--- src/rtl/io_out_buffer.sv ---
// rtl/io_out_buffer.sv - FWFT output FIFO between the CPU output stage and an external consumer
//
// Buffers words written by the CPU (outFlag/out) in a DEPTH-entry
// first-word-fall-through FIFO and drains them over a ready/valid handshake.
// Writes are only accepted after startIO; a write that finds the FIFO full
// (with no simultaneous pop) is dropped, raises a sticky overflow flag and
// halts the buffer until the next startIO. Reads continue in every state.
//
// Ports:
//   clock     in   rising-edge clock
//   reset     in   asynchronous active-low reset
//   startIO   in   start/restart pulse (IDLE->RUN, HALT->RUN)
//   outFlag   in   CPU write strobe
//   out       in   CPU write data [WIDTH]
//   outValid  out  head word available
//   outData   out  head word [WIDTH], meaningful only with outValid
//   outReady  in   consumer accepts the head word
//   stallIO   out  almost full or not running; CPU must hold its output write
//   count     out  occupancy 0..DEPTH [CNTWIDTH]
//   overflow  out  sticky: a write was dropped
//   running   out  buffer is accepting writes

module io_out_buffer #(
  parameter int WIDTH    = 36,
  parameter int DEPTH    = 8,
  parameter int PTRWIDTH = $clog2(DEPTH),
  parameter int CNTWIDTH = $clog2(DEPTH + 1)
) (
  input  logic                clock,
  input  logic                reset,
  input  logic                startIO,
  input  logic                outFlag,
  input  logic [WIDTH-1:0]    out,
  output logic                outValid,
  output logic [WIDTH-1:0]    outData,
  input  logic                outReady,
  output logic                stallIO,
  output logic [CNTWIDTH-1:0] count,
  output logic                overflow,
  output logic                running
);

  typedef enum logic [1:0] {
    IDLE = 2'd0,
    RUN  = 2'd1,
    HALT = 2'd2
  } state_t;

  state_t state;
  state_t stateNext;

  logic [WIDTH-1:0]    mem [DEPTH];
  logic [PTRWIDTH-1:0] wrPtr;
  logic [PTRWIDTH-1:0] rdPtr;

  logic full;
  logic pop;
  logic push;
  logic drop;

  assign full     = (count == CNTWIDTH'(DEPTH));
  assign outValid = (count != '0);
  assign outData  = mem[rdPtr];
  assign pop      = outValid && outReady;
  // A pop in the same cycle frees the slot, so a full FIFO still takes the write.
  assign push     = (state == RUN) && outFlag && (!full || pop);
  assign drop     = (state == RUN) && outFlag && full && !pop;

  assign running  = (state == RUN);
  // The CPU sees this a cycle late; stalling at DEPTH-1 leaves room for the
  // write already in flight when the stall is observed.
  assign stallIO  = (count >= CNTWIDTH'(DEPTH - 1)) || (state != RUN);

  always_comb begin
    stateNext = state;
    case (state)
      IDLE:    if (startIO) stateNext = RUN;
      RUN:     if (drop)    stateNext = HALT;
      HALT:    if (startIO) stateNext = RUN;
      default:              stateNext = IDLE;
    endcase
  end

  always_ff @(posedge clock or negedge reset) begin
    if (!reset) begin
      state <= IDLE;
    end else begin
      state <= stateNext;
    end
  end

  always_ff @(posedge clock or negedge reset) begin
    if (!reset) begin
      overflow <= 1'b0;
    end else if (drop) begin
      overflow <= 1'b1;
    end else if ((state == HALT) && startIO) begin
      overflow <= 1'b0;
    end
  end

  // DEPTH is a power of two, so the pointers wrap by natural overflow.
  always_ff @(posedge clock or negedge reset) begin
    if (!reset) begin
      wrPtr <= '0;
      rdPtr <= '0;
      count <= '0;
    end else begin
      if (push) wrPtr <= wrPtr + PTRWIDTH'(1);
      if (pop)  rdPtr <= rdPtr + PTRWIDTH'(1);
      if (push && !pop) begin
        count <= count + CNTWIDTH'(1);
      end else if (pop && !push) begin
        count <= count - CNTWIDTH'(1);
      end
    end
  end

  // Storage is not reset; contents behind an empty FIFO are never presented.
  always_ff @(posedge clock) begin
    if (push) mem[wrPtr] <= out;
  end

endmodule
--- config.mk ---
export PLATFORM = sky130hd
export DESIGN_NAME = io_out_buffer
export DESIGN_NICKNAME = d
export VERILOG_FILES = /design/src/rtl/io_out_buffer.sv
export SDC_FILE = /design/constraint.sdc
export NUM_CORES = 1
export LEC_CHECK = 0
export CORE_UTILIZATION = 58
export CTS_CLUSTER_DIAMETER = 120
export CTS_CLUSTER_SIZE = 20
export DETAILED_ROUTE_END_ITERATION = 10
export GPL_TIMING_DRIVEN = 0
export PLACE_DENSITY = 0.79
export SYNTH_ARGS = -nofsm -noshare
export SYNTH_HDL_FRONTEND = slang
export SYNTH_SLANG_ARGS = --single-unit
--- constraint.sdc ---
create_clock -name clock -period 10.9 [get_ports clock]
set_input_delay 1.09 -clock clock [delete_from_list [all_inputs] [get_ports clock]]
set_output_delay 1.09 -clock clock [all_outputs]
set_load 0.1 [all_outputs]
==> flow_summary.ini <==
[outcome]
status = complete, no violations

[place]
io_buffer_count = 84
placedInstanceArea_sq_mm = 0.0133
dp_hpwl_um = 14100
post-place-ws_ns = 6.92
gp_congestion = 0.697
dpl.cell_count = 866

[yosys]
syn_area_sq_mm = 0.0118
ys_top_cells_by_area = edfxtp_1, mux4_1, mux2_2
ys.flop_type = edfxtp_1
yosys_warnings = 0
synthDistinctLibCells = 37
synthCells = 492
yosysMostFrequentCell = edfxtp_1
synth_commonest_cells = edfxtp_1, mux4_1, mux2_2
post-synth-top-area-cell = edfxtp_1
synth_nets = 539
ys_seq_elements = 301
yosysTopAreaCellShare_pct = 73.2
synth.avg_cell_area_sq_um = 24.0
ys_seq_area_share_pct = 76.0
synth_edf_count = 288
async_flop_share_pct = 4.32

[timing]
setup_slack_ns = 6.40
fin_crit_sh_pct = 41.3
clock_skew_ns = 0.0219
setup_violations = 0
fin_crit_ns = 4.50
max_slew_margin_pct = 30.9
fin_setup_tns_ns = 0
tightest_slew_ns = 1.03
fmax_mhz = 222
slew_viol_final = 0
rsz0062_at_grt = no
finalHoldViolations = 0

[worst_setup_path]
start_kind = register
required_ns = 9.81
r2r_slack_ns = 7.82
worst-r2r-cell-count = 9
critPathArrivalTime_ns = 3.41
reg2reg_from = count[0]
end_kind = primary output
timing.rr.end = count[3]
path_class = reg2out
cp_max_fo = 10

[min_path]
hold_class = reg2reg
min-delay-start = state[0]
min_to = state[0]
hold_path_depth = 1

[final_layout]
drive_gt1_share_pct = 19.2
final_nets = 669
fin_area_sq_mm = 0.0139
n_antenna_cell = 0
area_delta_synth_final_pct = 17.5
fin_cells = 900
fill_cells = 1137

[global_route]
grt_max_degree = 23
grt_pass1_wl_um = 32800
grt-ovfl-total = 0
track_usage_pct = 22.0
grt_antenna_before_repair = 0
grt_pass1_vias = 5624

[clock_network]
cts_sinks = 301
cts_buffers = 19
post_cts_buffers = 0
cts_tree = built
clock_latency_ns = 0.50
root_buffer = clkbuf_16
htree_levels = 1
cts_resized = 0
hold_buffers = 0
clk_path_buf_depth = 3
path_clk_slew_ns = 0.08

[die]
start_util_pct = 59.9
die_h_um = 145
die-area_sq_mm = 0.0209
io-pin-count = 85
rows = 51
coreArea_sq_mm = 0.0197
die_w_um = 145

[detailed_routing]
drt_iter0_drc = 358
vias = 5445
via_per_inst = 6.05
wl_per_cell_um = 24.5
drt_wl_total_um = 22000
drt-pass1-iter-count = 5
drc = 0
ant_nets = 0

[job]
drv_cap = 0
==> worst max-delay path, cell delays in order (launching register included) <==
cell,delay [ns]
dfrtp_1,0.37
clkbuf_2,0.29
buf_1,0.58
mux4_1,0.40
mux2_2,0.31
clkdlybuf4s50_1,0.97
==> per-layer routing <==
layer	share of wire, %	global-route usage [%]	up-vias
met2	53	39.4	199
met1	39	28.2	2803
met5	0	0	-
met3	5.7	3.22	45
met4	2.3	6.26	0
li1	-	-	2398
==> area by class of cell <==
| type | count | area [sq um] | share of cell area (%) |
|---|---|---|---|
| flip-flops and latches | 301 | 8970 | 64.6 |
| inverters | 3 | 11.3 | 0.0811 |
| well taps | 265 | 332 | 2.39 |
| multi-input cells | 167 | 2740 | 19.7 |
| repair buffers | 109 | 1140 | 8.19 |
| clock buffers | 32 | 524 | 3.78 |
| plain buffers | 21 | 143 | 1.03 |
| clock inverters | 2 | 28.8 | 0.207 |
==> worst max-delay path by stage <==
stage	startpoint	end	slack, ns	cells past startpoint
global route	rdPtr[1]	outData[5]	6.30	5
floorplan	count[0]	mem[0][0]	5.49	3
detailed placement	rdPtr[1]	outData[33]	6.92	5
finish	rdPtr[1]	outData[33]	6.40	5
CTS	rdPtr[1]	outData[33]	6.37	5
global placement	outReady	mem[0][18]	1.72	4
==> state kept, by name, summed over array words and instances (netlist names) <==
signal    count
overflow      1
count         4
rdPtr         3
state         2
wrPtr         3
mem         288
==> metrics by stage <==
stage          hold WS, ns  util, %
2_1_floorplan        0.443        -
3_3_place_gp         0.458     65.9
3_5_place_dp         0.474     67.6
4_1_cts              0.485     70.4
5_1_grt              0.542     70.4
6_report             0.483     70.4
==> cell families (layout without fill, tap and decap cells) <==
kind of cell,count (synthesis),count (layout),share of synthesized area (%)
multiplexers,112,112,19.3
AO/OA/AOI/OAI,12,12,0.731
AND/OR/NAND/NOR,31,31,1.54
flip-flops,301,301,76.0
buffers and inverters,24,167,1.30
adder cells (fa/ha/maj),6,6,0.699
XOR/XNOR,6,6,0.445
==> cell usage in the layout (no fill, tap or decap), drive strengths merged, types with 3 or more instances in the layout <==
cell           count
edfxtp           288
clkdlybuf4s50     84
mux4              72
buf               40
mux2              39
clkbuf            38
dfrtp             13
nand2              5
xnor2              5
ha                 5
nor3               5
inv                5
nand2b             4
nand3              4
o21ai              4
o211ai             3
nor2               3
Power is not shown: default switching activity piles up to over one toggle a cycle in this logic, so the estimate is an artifact.
